## src/rtl/sst_seq_pkg.sv

```systemverilog
// ---------------------------------------------------------------------------
// sst_seq_pkg
//   Shared definitions for the save-state sequencer:
//     state_t      - sequencer FSM states
//     DIR_SAVE     - dir value selecting mapper -> memory transfer
//     DIR_RESTORE  - dir value selecting memory -> mapper transfer
//     CRC8_POLY    - polynomial of the optional transfer checksum
// ---------------------------------------------------------------------------
package sst_seq_pkg;

  typedef enum logic [3:0] {
    IDLE,
    ARM,
    SAVE_WAIT,
    SAVE_WR,
    RST_RD,
    RST_ARM,
    RST_HOLD,
    NEXT,
    FIN
  } state_t;

  localparam logic DIR_SAVE    = 1'b0;
  localparam logic DIR_RESTORE = 1'b1;

  localparam logic [7:0] CRC8_POLY = 8'h07;

endpackage

```

## src/rtl/sst_seq_m2_edge.sv

```systemverilog
// ---------------------------------------------------------------------------
// m2_edge
//   Brings the asynchronous CPU M2 clock into the clk domain through a
//   two-flop synchroniser and produces a one-clk pulse on every
//   synchronised 1->0 transition.
// Ports:
//   clk      in   system clock
//   rst      in   synchronous active-high reset
//   cpu_m2   in   raw CPU M2, asynchronous to clk
//   m2_fall  out  one-clk pulse per detected M2 falling edge
// ---------------------------------------------------------------------------
module m2_edge (
  input  logic clk,
  input  logic rst,
  input  logic cpu_m2,
  output logic m2_fall
);

  logic m2_meta;
  logic m2_sync;
  logic m2_prev;

  always_ff @(posedge clk) begin
    if (rst) begin
      m2_meta <= 1'b0;
      m2_sync <= 1'b0;
      m2_prev <= 1'b0;
    end else begin
      m2_meta <= cpu_m2;
      m2_sync <= m2_meta;
      m2_prev <= m2_sync;
    end
  end

  // Reset clears m2_prev, so M2 already high at reset release gives no
  // false edge.
  assign m2_fall = m2_prev & ~m2_sync;

endmodule

```

## src/rtl/sst_seq.sv

```systemverilog
// ---------------------------------------------------------------------------
// sst_seq
//   Save-state sequencer, initiator side of the mapper SST register bus.
//   Walks SST addresses 0..ADDR_LAST, either copying mapper registers into
//   state memory (save) or writing state memory back into the mapper
//   (restore). Every bus step is paced to M2 falling edges because the
//   mapper commits SST writes on negedge M2.
//
// Optional build macro:
//   SST_CRC_EN - adds output crc[7:0], CRC-8 (poly 0x07, init 0, MSB
//                first) over every transferred byte; cleared on start,
//                valid when done pulses.
//
// Ports:
//   clk, rst            system clock, synchronous active-high reset
//   cpu_m2              raw CPU M2 (asynchronous)
//   start, dir, base    request pulse, direction (0 save / 1 restore),
//                       state memory base address
//   busy, done          sequence active / one-clk completion pulse
//   sst_act             SST mode towards the mapper
//   sst_addr            SST register address
//   sst_we_reg          SST write strobe (spans exactly one M2 negedge)
//   sst_dato, sst_di    restore data out / save data in
//   mem_addr            base + SST address, wraps mod 2^MEM_AW
//   mem_req, mem_we     memory request (held until mem_ack), 1 = write
//   mem_dout, mem_din   save data out / restore data in
//   mem_ack             one-clk memory acknowledge
// ---------------------------------------------------------------------------
module sst_seq
  import sst_seq_pkg::*;
#(
  parameter int ADDR_LAST = 255,
  parameter int MEM_AW    = 16,
  parameter int SETTLE    = 2
) (
  input  logic              clk,
  input  logic              rst,
  input  logic              cpu_m2,
  input  logic              start,
  input  logic              dir,
  input  logic [MEM_AW-1:0] base,
  output logic              busy,
  output logic              done,
  output logic              sst_act,
  output logic [7:0]        sst_addr,
  output logic              sst_we_reg,
  output logic [7:0]        sst_dato,
  input  logic [7:0]        sst_di,
  output logic [MEM_AW-1:0] mem_addr,
  output logic              mem_req,
  output logic              mem_we,
  output logic [7:0]        mem_dout,
  input  logic [7:0]        mem_din,
  input  logic              mem_ack
`ifdef SST_CRC_EN
  ,
  output logic [7:0]        crc
`endif
);

  localparam int              CNT_W     = $clog2(SETTLE + 2);
  localparam logic [CNT_W-1:0] SETTLE_V = CNT_W'(SETTLE);
  localparam logic [8:0]       LAST_V   = 9'(ADDR_LAST);

  state_t            state, state_nxt;
  logic              dir_r, dir_nxt;
  logic [MEM_AW-1:0] base_r, base_nxt;
  logic [8:0]        addr, addr_nxt;
  logic              arm_edge, arm_edge_nxt;
  logic              settling, settling_nxt;
  logic [CNT_W-1:0]  settle_cnt, settle_cnt_nxt;
  logic [7:0]        dout_nxt;
  logic [7:0]        dato_nxt;
  logic              done_nxt;
  logic              m2_fall;
  logic              save_cap;
  logic              rest_cap;

  m2_edge u_m2_edge (
    .clk     (clk),
    .rst     (rst),
    .cpu_m2  (cpu_m2),
    .m2_fall (m2_fall)
  );

  // Control outputs are decoded straight from the state register so a
  // reset clears them on the very next clk, even in the middle of a hold.
  assign busy       = (state != IDLE);
  assign sst_act    = (state != IDLE);
  assign sst_we_reg = (state == RST_HOLD);
  assign mem_req    = (state == SAVE_WR) || (state == RST_RD);
  assign mem_we     = (state == SAVE_WR);
  assign sst_addr   = addr[7:0];
  assign mem_addr   = base_r + MEM_AW'(addr);

  // Save byte is sampled SETTLE clks after the M2 edge pulse; with
  // SETTLE=0 it is taken on the edge pulse itself.
  assign save_cap = (state == SAVE_WAIT) &&
                    (settling ? (settle_cnt <= CNT_W'(1)) : ((SETTLE == 0) && m2_fall));
  assign rest_cap = (state == RST_RD) && mem_ack;

  always_comb begin
    state_nxt      = state;
    dir_nxt        = dir_r;
    base_nxt       = base_r;
    addr_nxt       = addr;
    arm_edge_nxt   = arm_edge;
    settling_nxt   = settling;
    settle_cnt_nxt = settle_cnt;
    dout_nxt       = mem_dout;
    dato_nxt       = sst_dato;
    done_nxt       = 1'b0;

    case (state)
      IDLE: begin
        if (start) begin
          dir_nxt      = dir;
          base_nxt     = base;
          addr_nxt     = 9'd0;
          arm_edge_nxt = 1'b0;
          settling_nxt = 1'b0;
          state_nxt    = ARM;
        end
      end

      // Two full M2 edges with act high before the first access.
      ARM: begin
        if (m2_fall) begin
          if (arm_edge) begin
            arm_edge_nxt = 1'b0;
            state_nxt    = (dir_r == DIR_RESTORE) ? RST_RD : SAVE_WAIT;
          end else begin
            arm_edge_nxt = 1'b1;
          end
        end
      end

      SAVE_WAIT: begin
        if (save_cap) begin
          dout_nxt     = sst_di;
          settling_nxt = 1'b0;
          state_nxt    = SAVE_WR;
        end else if (settling) begin
          settle_cnt_nxt = settle_cnt - CNT_W'(1);
        end else if (m2_fall) begin
          settling_nxt   = 1'b1;
          settle_cnt_nxt = SETTLE_V;
        end
      end

      SAVE_WR: begin
        if (mem_ack) state_nxt = NEXT;
      end

      RST_RD: begin
        if (rest_cap) begin
          dato_nxt  = mem_din;
          state_nxt = RST_ARM;
        end
      end

      // we_reg rises after one negedge and falls after the next, so the
      // mapper sees exactly one negedge with the strobe high.
      RST_ARM: begin
        if (m2_fall) state_nxt = RST_HOLD;
      end

      RST_HOLD: begin
        if (m2_fall) state_nxt = NEXT;
      end

      NEXT: begin
        if (addr == LAST_V) begin
          state_nxt = FIN;
        end else begin
          addr_nxt  = addr + 9'd1;
          state_nxt = (dir_r == DIR_RESTORE) ? RST_RD : SAVE_WAIT;
        end
      end

      FIN: begin
        if (m2_fall) begin
          done_nxt  = 1'b1;
          state_nxt = IDLE;
        end
      end

      default: state_nxt = IDLE;
    endcase
  end

  always_ff @(posedge clk) begin
    if (rst) begin
      state      <= IDLE;
      dir_r      <= DIR_SAVE;
      base_r     <= '0;
      addr       <= 9'd0;
      arm_edge   <= 1'b0;
      settling   <= 1'b0;
      settle_cnt <= '0;
      mem_dout   <= 8'd0;
      sst_dato   <= 8'd0;
      done       <= 1'b0;
    end else begin
      state      <= state_nxt;
      dir_r      <= dir_nxt;
      base_r     <= base_nxt;
      addr       <= addr_nxt;
      arm_edge   <= arm_edge_nxt;
      settling   <= settling_nxt;
      settle_cnt <= settle_cnt_nxt;
      mem_dout   <= dout_nxt;
      sst_dato   <= dato_nxt;
      done       <= done_nxt;
    end
  end

`ifdef SST_CRC_EN
  function automatic logic [7:0] crc8_byte(input logic [7:0] acc, input logic [7:0] data);
    logic [7:0] c;
    c = acc ^ data;
    for (int i = 0; i < 8; i++) begin
      c = c[7] ? ((c << 1) ^ CRC8_POLY) : (c << 1);
    end
    return c;
  endfunction

  always_ff @(posedge clk) begin
    if (rst) begin
      crc <= 8'd0;
    end else if ((state == IDLE) && start) begin
      crc <= 8'd0;
    end else if (save_cap) begin
      crc <= crc8_byte(crc, sst_di);
    end else if (rest_cap) begin
      crc <= crc8_byte(crc, mem_din);
    end
  end
`else
  // Checksum disabled: no crc port and no checksum logic.
`endif

endmodule

```

## config.mk

```make
export PLATFORM = sky130hd
export DESIGN_NAME = sst_seq
export DESIGN_NICKNAME = d
export VERILOG_FILES = /design/src/rtl/sst_seq_pkg.sv /design/src/rtl/sst_seq_m2_edge.sv /design/src/rtl/sst_seq.sv
export SDC_FILE = /design/constraint.sdc
export NUM_CORES = 1
export LEC_CHECK = 0
export CORE_MARGIN = 2
export CORE_UTILIZATION = 47
export DETAILED_ROUTE_END_ITERATION = 8
export HOLD_SLACK_MARGIN = 0.06
export PLACE_DENSITY = 0.8
export RECOVER_POWER = 100
export SETUP_SLACK_MARGIN = 0.5
export SYNTH_ARGS = -nofsm -noshare
export SYNTH_HDL_FRONTEND = slang
export SYNTH_SLANG_ARGS = --single-unit
```

## constraint.sdc

```tcl
create_clock -name clk -period 2.9 [get_ports clk]
set_clock_uncertainty 0.2 [all_clocks]
set_input_delay 0.725 -clock clk [delete_from_list [all_inputs] [get_ports clk]]
set_output_delay 0.725 -clock clk [all_outputs]
set_load 0.01 [all_outputs]
```

Word-level counts from Yosys, hierarchy flattened
Index checks and enable logic that the tools add are counted.
Cells by class
  $add $sub $neg: 3
  magnitude comparators: 1
  equal/unequal tests: 19
  multiplexer cells: 26
  bitwise logic cells: 4
  reduce and logical (&&, ||, !) cells: 18
Operators by type and width (count)
  4-bit two-way mux: 10
  4-bit case mux with 9 select lines: 1
  9-bit two-way mux: 2
  9-bit case mux with 2 select lines: 1
  16-bit by 9-bit adder with 16-bit output: 1
  4-bit by 3-bit equality test with 1-bit output, second input constant: 4
  2-bit inequality test, second input constant: 8
  9-bit by 1-bit adder with 9-bit output, second input constant: 1
  9-bit by 8-bit equality test with 1-bit output, second input constant: 1
  3-bit AND reduction: 3
  9-bit AND reduction: 1
  4-bit by 2-bit equality test with 1-bit output, second input constant: 2
  2-bit AND reduction: 4
  2-bit nonzero test: 4
  1-bit two-way mux: 7
  4-bit by 1-bit equality test with 1-bit output, second input constant: 1
  4-bit equality test, second input constant: 1
  4-bit zero test: 1
  2-bit two-way mux: 2
  2-bit by 1-bit inequality test with 1-bit output, second input constant: 2
  1-bit case mux with 2 select lines: 2
  4-bit nonzero test: 1
  3-bit two-way mux: 1
  1-bit inverter: 3
  other kinds (6): 7
Storage, ports and cells
  flip-flop bits (word level): 54
  input port bits: 38
  output and inout port bits: 46
  logic and storage cells: 84

Longest topological paths before layout
  depth after elaboration: 6
  gate-level depth with buffers: 9
  gate-level depth less buffers: 9

Hierarchy
Synthesis repeated with hierarchy kept, for this count alone.
Second synthesis, totals
  cells, all modules: 330
  area, all modules: 2822.7 µm²
By module, submodules not included
  sst_seq: times used 1, cells an instance 323, area an instance 2735.1 µm²
  m2_edge: times used 1, cells an instance 7, area an instance 87.6 µm²

Least setup slack after synthesis
OpenSTA, ideal clock, no wires.
  path kind: reg-to-output
  start point: register addr[0]
  end point: output port mem_addr[8]
  arrival time: 1835 ps
  slack: 140 ps
  stages on the path, launching flop included: 9
  path buffers: 0
  cells stage by stage: dfxtp_1 ha_1 inv_1 fa_1 nor2b_1 o31a_1 o21ai_0 a21oi_1 xor2_1
Between the ends
  longest elaborated chain between the ends: 1
Ends and longest elaborated chain
  start: declaration: RTL line sst_seq.sv:68  | logic [8:0] addr, addr_nxt;
  start signal: assignment: RTL line sst_seq.sv:208  | addr <= addr_nxt;
  16-bit by 9-bit adder with 16-bit output: RTL line sst_seq.sv:94  | assign mem_addr = base_r + MEM_AW'(addr);
  end: declaration: RTL line sst_seq.sv:49  | output logic [MEM_AW-1:0] mem_addr,
Every way passes these cells.

Final worst setup path
Ends and elaborated chain as after synthesis.

==> results_tabular.tex <==
\begin{tabular}{lr}
\hline
Metric & Value \\
\hline
\multicolumn{2}{l}{\textbf{Die}} \\
\quad Top-level I/O count & 84 \\
\quad Initial core utilization & about half \\
\quad Full die area & roughly 6700 µm² \\
\quad Horizontal extent of the die & 81.8 µm \\
\quad CORE AREA & just under 6000 µm² \\
\quad Die Y & 81.8 µm \\
\quad Std-Cell Rows & 28 \\
\multicolumn{2}{l}{\textbf{Synthesis}} \\
\quad Cells taking the most area after synthesis & sky130\_fd\_sc\_hd\_\_dfxtp\_1, sky130\_fd\_sc\_hd\_\_mux2i\_1, sky130\_fd\_sc\_hd\_\_nand2\_1 \\
\quad Simple-gate share of the synthesized area & 22.1\% \\
\quad Area share of the largest cell type after synthesis & 38.0\% \\
\quad Synth async-reset ratio & 0\% \\
\quad Mux share of post-synthesis cell area & between 7 and 8\% \\
\quad Biggest area consumer among synthesized cells & sky130\_fd\_sc\_hd\_\_dfxtp\_1 \\
\quad Xor-xnor portion of the synthesized cell area & 4.93\% \\
\quad Largest family of logic cells by synthesized area & simple AND/OR/NAND/NOR gates \\
\quad Complex-gate fraction of the synthesized area & 16.0\% \\
\quad Area of the mapped netlist & 2850 µm² \\
\quad Flops \& latches, synth & 54 \\
\quad Distinct cells, synth & 47 \\
\quad Total of warnings raised by yosys & 0 \\
\quad Post-synth EDFFs & 0 \\
\quad Adder-Cell Fraction of Synth Area & 5.98\% \\
\quad Nets in the synthesized netlist & 388 \\
\quad Sequential cell area fraction in the yosys report & 38.0\% \\
\quad Synth Instances & 337 \\
\quad Top flip-flop cell by instance count after synthesis & sky130\_fd\_sc\_hd\_\_dfxtp\_1 \\
\quad Average cell area after synthesis & 8.44 µm² \\
\multicolumn{2}{l}{\textbf{Clocking}} \\
\quad Hold bufs inserted after CTS & 0 \\
\quad Clock-pin transition on the worst setup and hold timing paths & 0.09 ns \\
\quad TritonCTS clock tree & yes \\
\quad Clock Path Buffers & 2 \\
\quad TritonCTS buffer count & 5 \\
\quad Skew-Pair Late Insertion Delay & about 0.30 ns \\
\quad CTS root buf & sky130\_fd\_sc\_hd\_\_clkbuf\_8 \\
\quad Number of levels in the clock H-tree & 2 \\
\quad Number of clock sinks & 54 \\
\multicolumn{2}{l}{\textbf{Global route}} \\
\quad Combined global-route utilization of all metal layers & about a quarter \\
\quad Global route total overflow & 0 \\
\quad Vias in the first global route & 2,773 \\
\quad Initial antenna violation count & 0 \\
\quad M2 GR Usage & 42.4\% \\
\quad Global-route track usage on met3 & 5.27\% \\
\quad Wire length of the first global-routing pass & between 10,000 and 15,000 µm \\
\quad Met1 Use GR & 30.2\% \\
\quad Most Used Layer, Global Route & met2 \\
\quad Maximum number of pins on one net before global-route repair & 19 \\
\multicolumn{2}{l}{\textbf{Worst setup path}} \\
\quad Maximum fanout count along the critical path & 5 \\
\quad Highest cell delay on the worst timing path & 0.36 ns \\
\quad CP Class & reg -> out \\
\quad Cell type of the slowest stage on the worst timing path & sky130\_fd\_sc\_hd\_\_dfxtp\_4 \\
\quad Critical Path Source Type & flop \\
\quad Required time of the critical path & 1.98 ns \\
\quad Worst endpoint data arrival time & 2.17 ns \\
\quad Cell-by-cell listing of the critical path & ha\_4 > inv\_2 > fa\_2 > nor2b\_4 > o31a\_1 > o21ai\_4 > buf\_6 > a21oi\_4 > xor2\_1 > buf\_2 \\
\quad Kind of capture point of the worst setup path & output pin \\
\multicolumn{2}{l}{\textbf{Final layout}} \\
\quad Nets@finish & roughly 500 \\
\quad Share of final-layout standard cells stronger than drive strength 1 & 25.5\% \\
\quad Final core occ & 73.4\% \\
\quad Layout fillers & 418 \\
\quad Most common cell after layout, fill and taps aside & sky130\_fd\_sc\_hd\_\_nand2\_1 \\
\quad Ant diodes & 0 \\
\quad Synthesis-to-layout area growth & 51.9\% \\
\quad Commonest cells after routing, fill and taps aside & sky130\_fd\_sc\_hd\_\_nand2\_1, sky130\_fd\_sc\_hd\_\_dfxtp\_1, sky130\_fd\_sc\_hd\_\_nor2\_1, sky130\_fd\_sc\_hd\_\_clkdlybuf4s50\_1, sky130\_fd\_sc\_hd\_\_buf\_4 \\
\multicolumn{2}{l}{\textbf{Timing}} \\
\quad Tmin final & 3.10 ns \\
\quad Slew headroom & 42.3\% \\
\quad Number of pins with negative max-slew slack in the final report & 0 \\
\quad Final critical-path share of the clock period & 107\% \\
\quad Maximum frequency from static timing analysis & 323 MHz \\
\quad Sum of negative setup slack & -1.27 ns \\
\quad Least-Margin Pin Slew & about 0.87 ns \\
\quad Final Hold Violating Endpoints & 0 \\
\quad Final setup violating endpoints & 11 \\
\quad Final WS setup & -0.199 ns \\
\quad RSZ-0062 raised after global routing & yes \\
\quad Worst Hold Slack & between 0.2 and 0.3 ns \\
\multicolumn{2}{l}{\textbf{Route}} \\
\quad Vias & 2,825 \\
\quad Wirelength per Cell & approximately 15 µm \\
\quad DR vias/cell & about 5.4 \\
\quad Count of nets left with antenna violations after detail routing & 0 \\
\quad Post-route DRC & 0 \\
\quad Overall routed net length & between 8000 and 9000 µm \\
\quad Detailed-router iteration count before antenna repair & 4 \\
\quad First-iteration detailed-routing DRC count & 91 \\
\multicolumn{2}{l}{\textbf{Flow run}} \\
\quad Number of maximum-capacitance violations & 0 \\
\multicolumn{2}{l}{\textbf{Place}} \\
\quad GP Congestion & approximately 0.8 \\
\quad Count of port buffers added during placement & 83 \\
\quad HPWL Detailed & 5710 µm \\
\multicolumn{2}{l}{\textbf{Run status}} \\
\quad Result of the run & finished, violations left \\
\quad Failing checks & setup timing \\
\multicolumn{2}{l}{\textbf{Power and ir drop}} \\
\quad Leakage power & 1.96 nW \\
\quad Peak ir drop on the vdd network & 348 µV \\
\quad Power density cells & 502 nW/µm² \\
\multicolumn{2}{l}{\textbf{Hold path}} \\
\quad Class of the tightest hold or removal check & reg -> reg \\
\hline
\end{tabular}
## kinds of logic after synthesis
group	Yosys count
adders and majority gates	13
DFF	54
muxes	20
xor gates and xnor gates	16
buffers and inverters	33
and+or+nand+nor	132
AOI/OAI and AO/OA	69
## state kept, by name, summed over array words and instances (netlist names)
register and count:
done 1, mem_dout 8, addr 9, settling 1, u_m2_edge.m2_meta 1, u_m2_edge.m2_sync 1, arm_edge 1, state 4
base_r 16, settle_cnt 2, dir_r 1, sst_dato 8, u_m2_edge.m2_prev 1
## cell type report
type	count	area, µm²	share of cell area [%]
multi-input combinational	250	1850	42.9
clock buffer	8	110	2.55
sequential	54	1100	25.5
tap	75	93.8	2.17
timing repair buffer	129	1120	26.0
inverter	10	37.5	0.868
## path summary, 6_finish.rpt
| check | startpoint | end | slack, ns | cells past startpoint |
|---|---|---|---|---|
| worst max-delay path | addr[0] | mem_addr[8] | -0.20 | 10 |
| worst min-delay path | u_m2_edge.m2_meta | u_m2_edge.m2_sync | 0.25 | 1 |
| worst max register to register | addr[1] | addr[7] | 0.17 | 10 |
| worst min register to register | u_m2_edge.m2_meta | u_m2_edge.m2_sync | 0.25 | 1 |
## power breakdown
group / switching [mW] / internal, mW
logic: 0.437 / 0.371
clock network: 0.232 / 0.241
registers: 0.0745 / 0.814
total: 0.744 / 1.43
## synth_stat cells (2+ instances only)
library cell / count
sky130_fd_sc_hd__mux2i_1: 19
sky130_fd_sc_hd__or2_2: 2
sky130_fd_sc_hd__and3_1: 5
sky130_fd_sc_hd__nor4b_1: 2
sky130_fd_sc_hd__nor2_1: 36
sky130_fd_sc_hd__nor4_1: 2
sky130_fd_sc_hd__a21oi_1: 33
sky130_fd_sc_hd__inv_1: 10
sky130_fd_sc_hd__a31oi_1: 3
sky130_fd_sc_hd__o21ai_0: 11
sky130_fd_sc_hd__nand3_1: 8
sky130_fd_sc_hd__clkbuf_1: 8
sky130_fd_sc_hd__o221a_2: 2
sky130_fd_sc_hd__xor2_1: 6
sky130_fd_sc_hd__buf_2: 5
sky130_fd_sc_hd__dfxtp_1: 54
sky130_fd_sc_hd__or3_1: 2
sky130_fd_sc_hd__xnor2_1: 10
sky130_fd_sc_hd__buf_4: 10
sky130_fd_sc_hd__o21a_1: 2
sky130_fd_sc_hd__ha_1: 12
sky130_fd_sc_hd__nand4_1: 2
sky130_fd_sc_hd__a22oi_1: 2
sky130_fd_sc_hd__nand2b_1: 3
sky130_fd_sc_hd__nand2_1: 50
sky130_fd_sc_hd__o31a_1: 2
sky130_fd_sc_hd__nor3_1: 6
sky130_fd_sc_hd__a21o_1: 4
sky130_fd_sc_hd__nor2b_1: 8
## per-layer routing
metal  vias up  part of all wire (%)
li1       1390                     -
met1      1322                    41
met2        97                    52
met3        16                   4.8
met4         0                   2.4
met5         -                     0
## critical path, delay by kind of cell (launching register included)
kind / cells / cell delay (ns)
xor+xnor: 1 / 0.16
simple gates: 1 / 0.05
compound gates: 3 / 0.60
buf+inv: 3 / 0.33
fa+ha+maj: 2 / 0.38
flops: 1 / 0.36
## metrics by stage
stage / instances / worst slack (ns) / total power [mW] / area (µm²)
3_3_place_gp: 504 / -0.218 / 1.71 / 4050
3_5_place_dp: 504 / -0.245 / 1.73 / 4050
4_1_cts: 522 / -0.233 / 2.19 / 4300
6_report: 526 / -0.199 / 2.17 / 4320
5_1_grt: 526 / -0.312 / 2.31 / 4320
2_1_floorplan: 337 / 0.332 / 1.39 / 3020
## what timing repair did
item / in CTS / in global routing
setup buffers: 10 / 4
setup endpoints to repair: 25 / 24
pin swaps: 16 / 9
resized for setup: 102 / 19
Power figures use the tool's default switching activity.
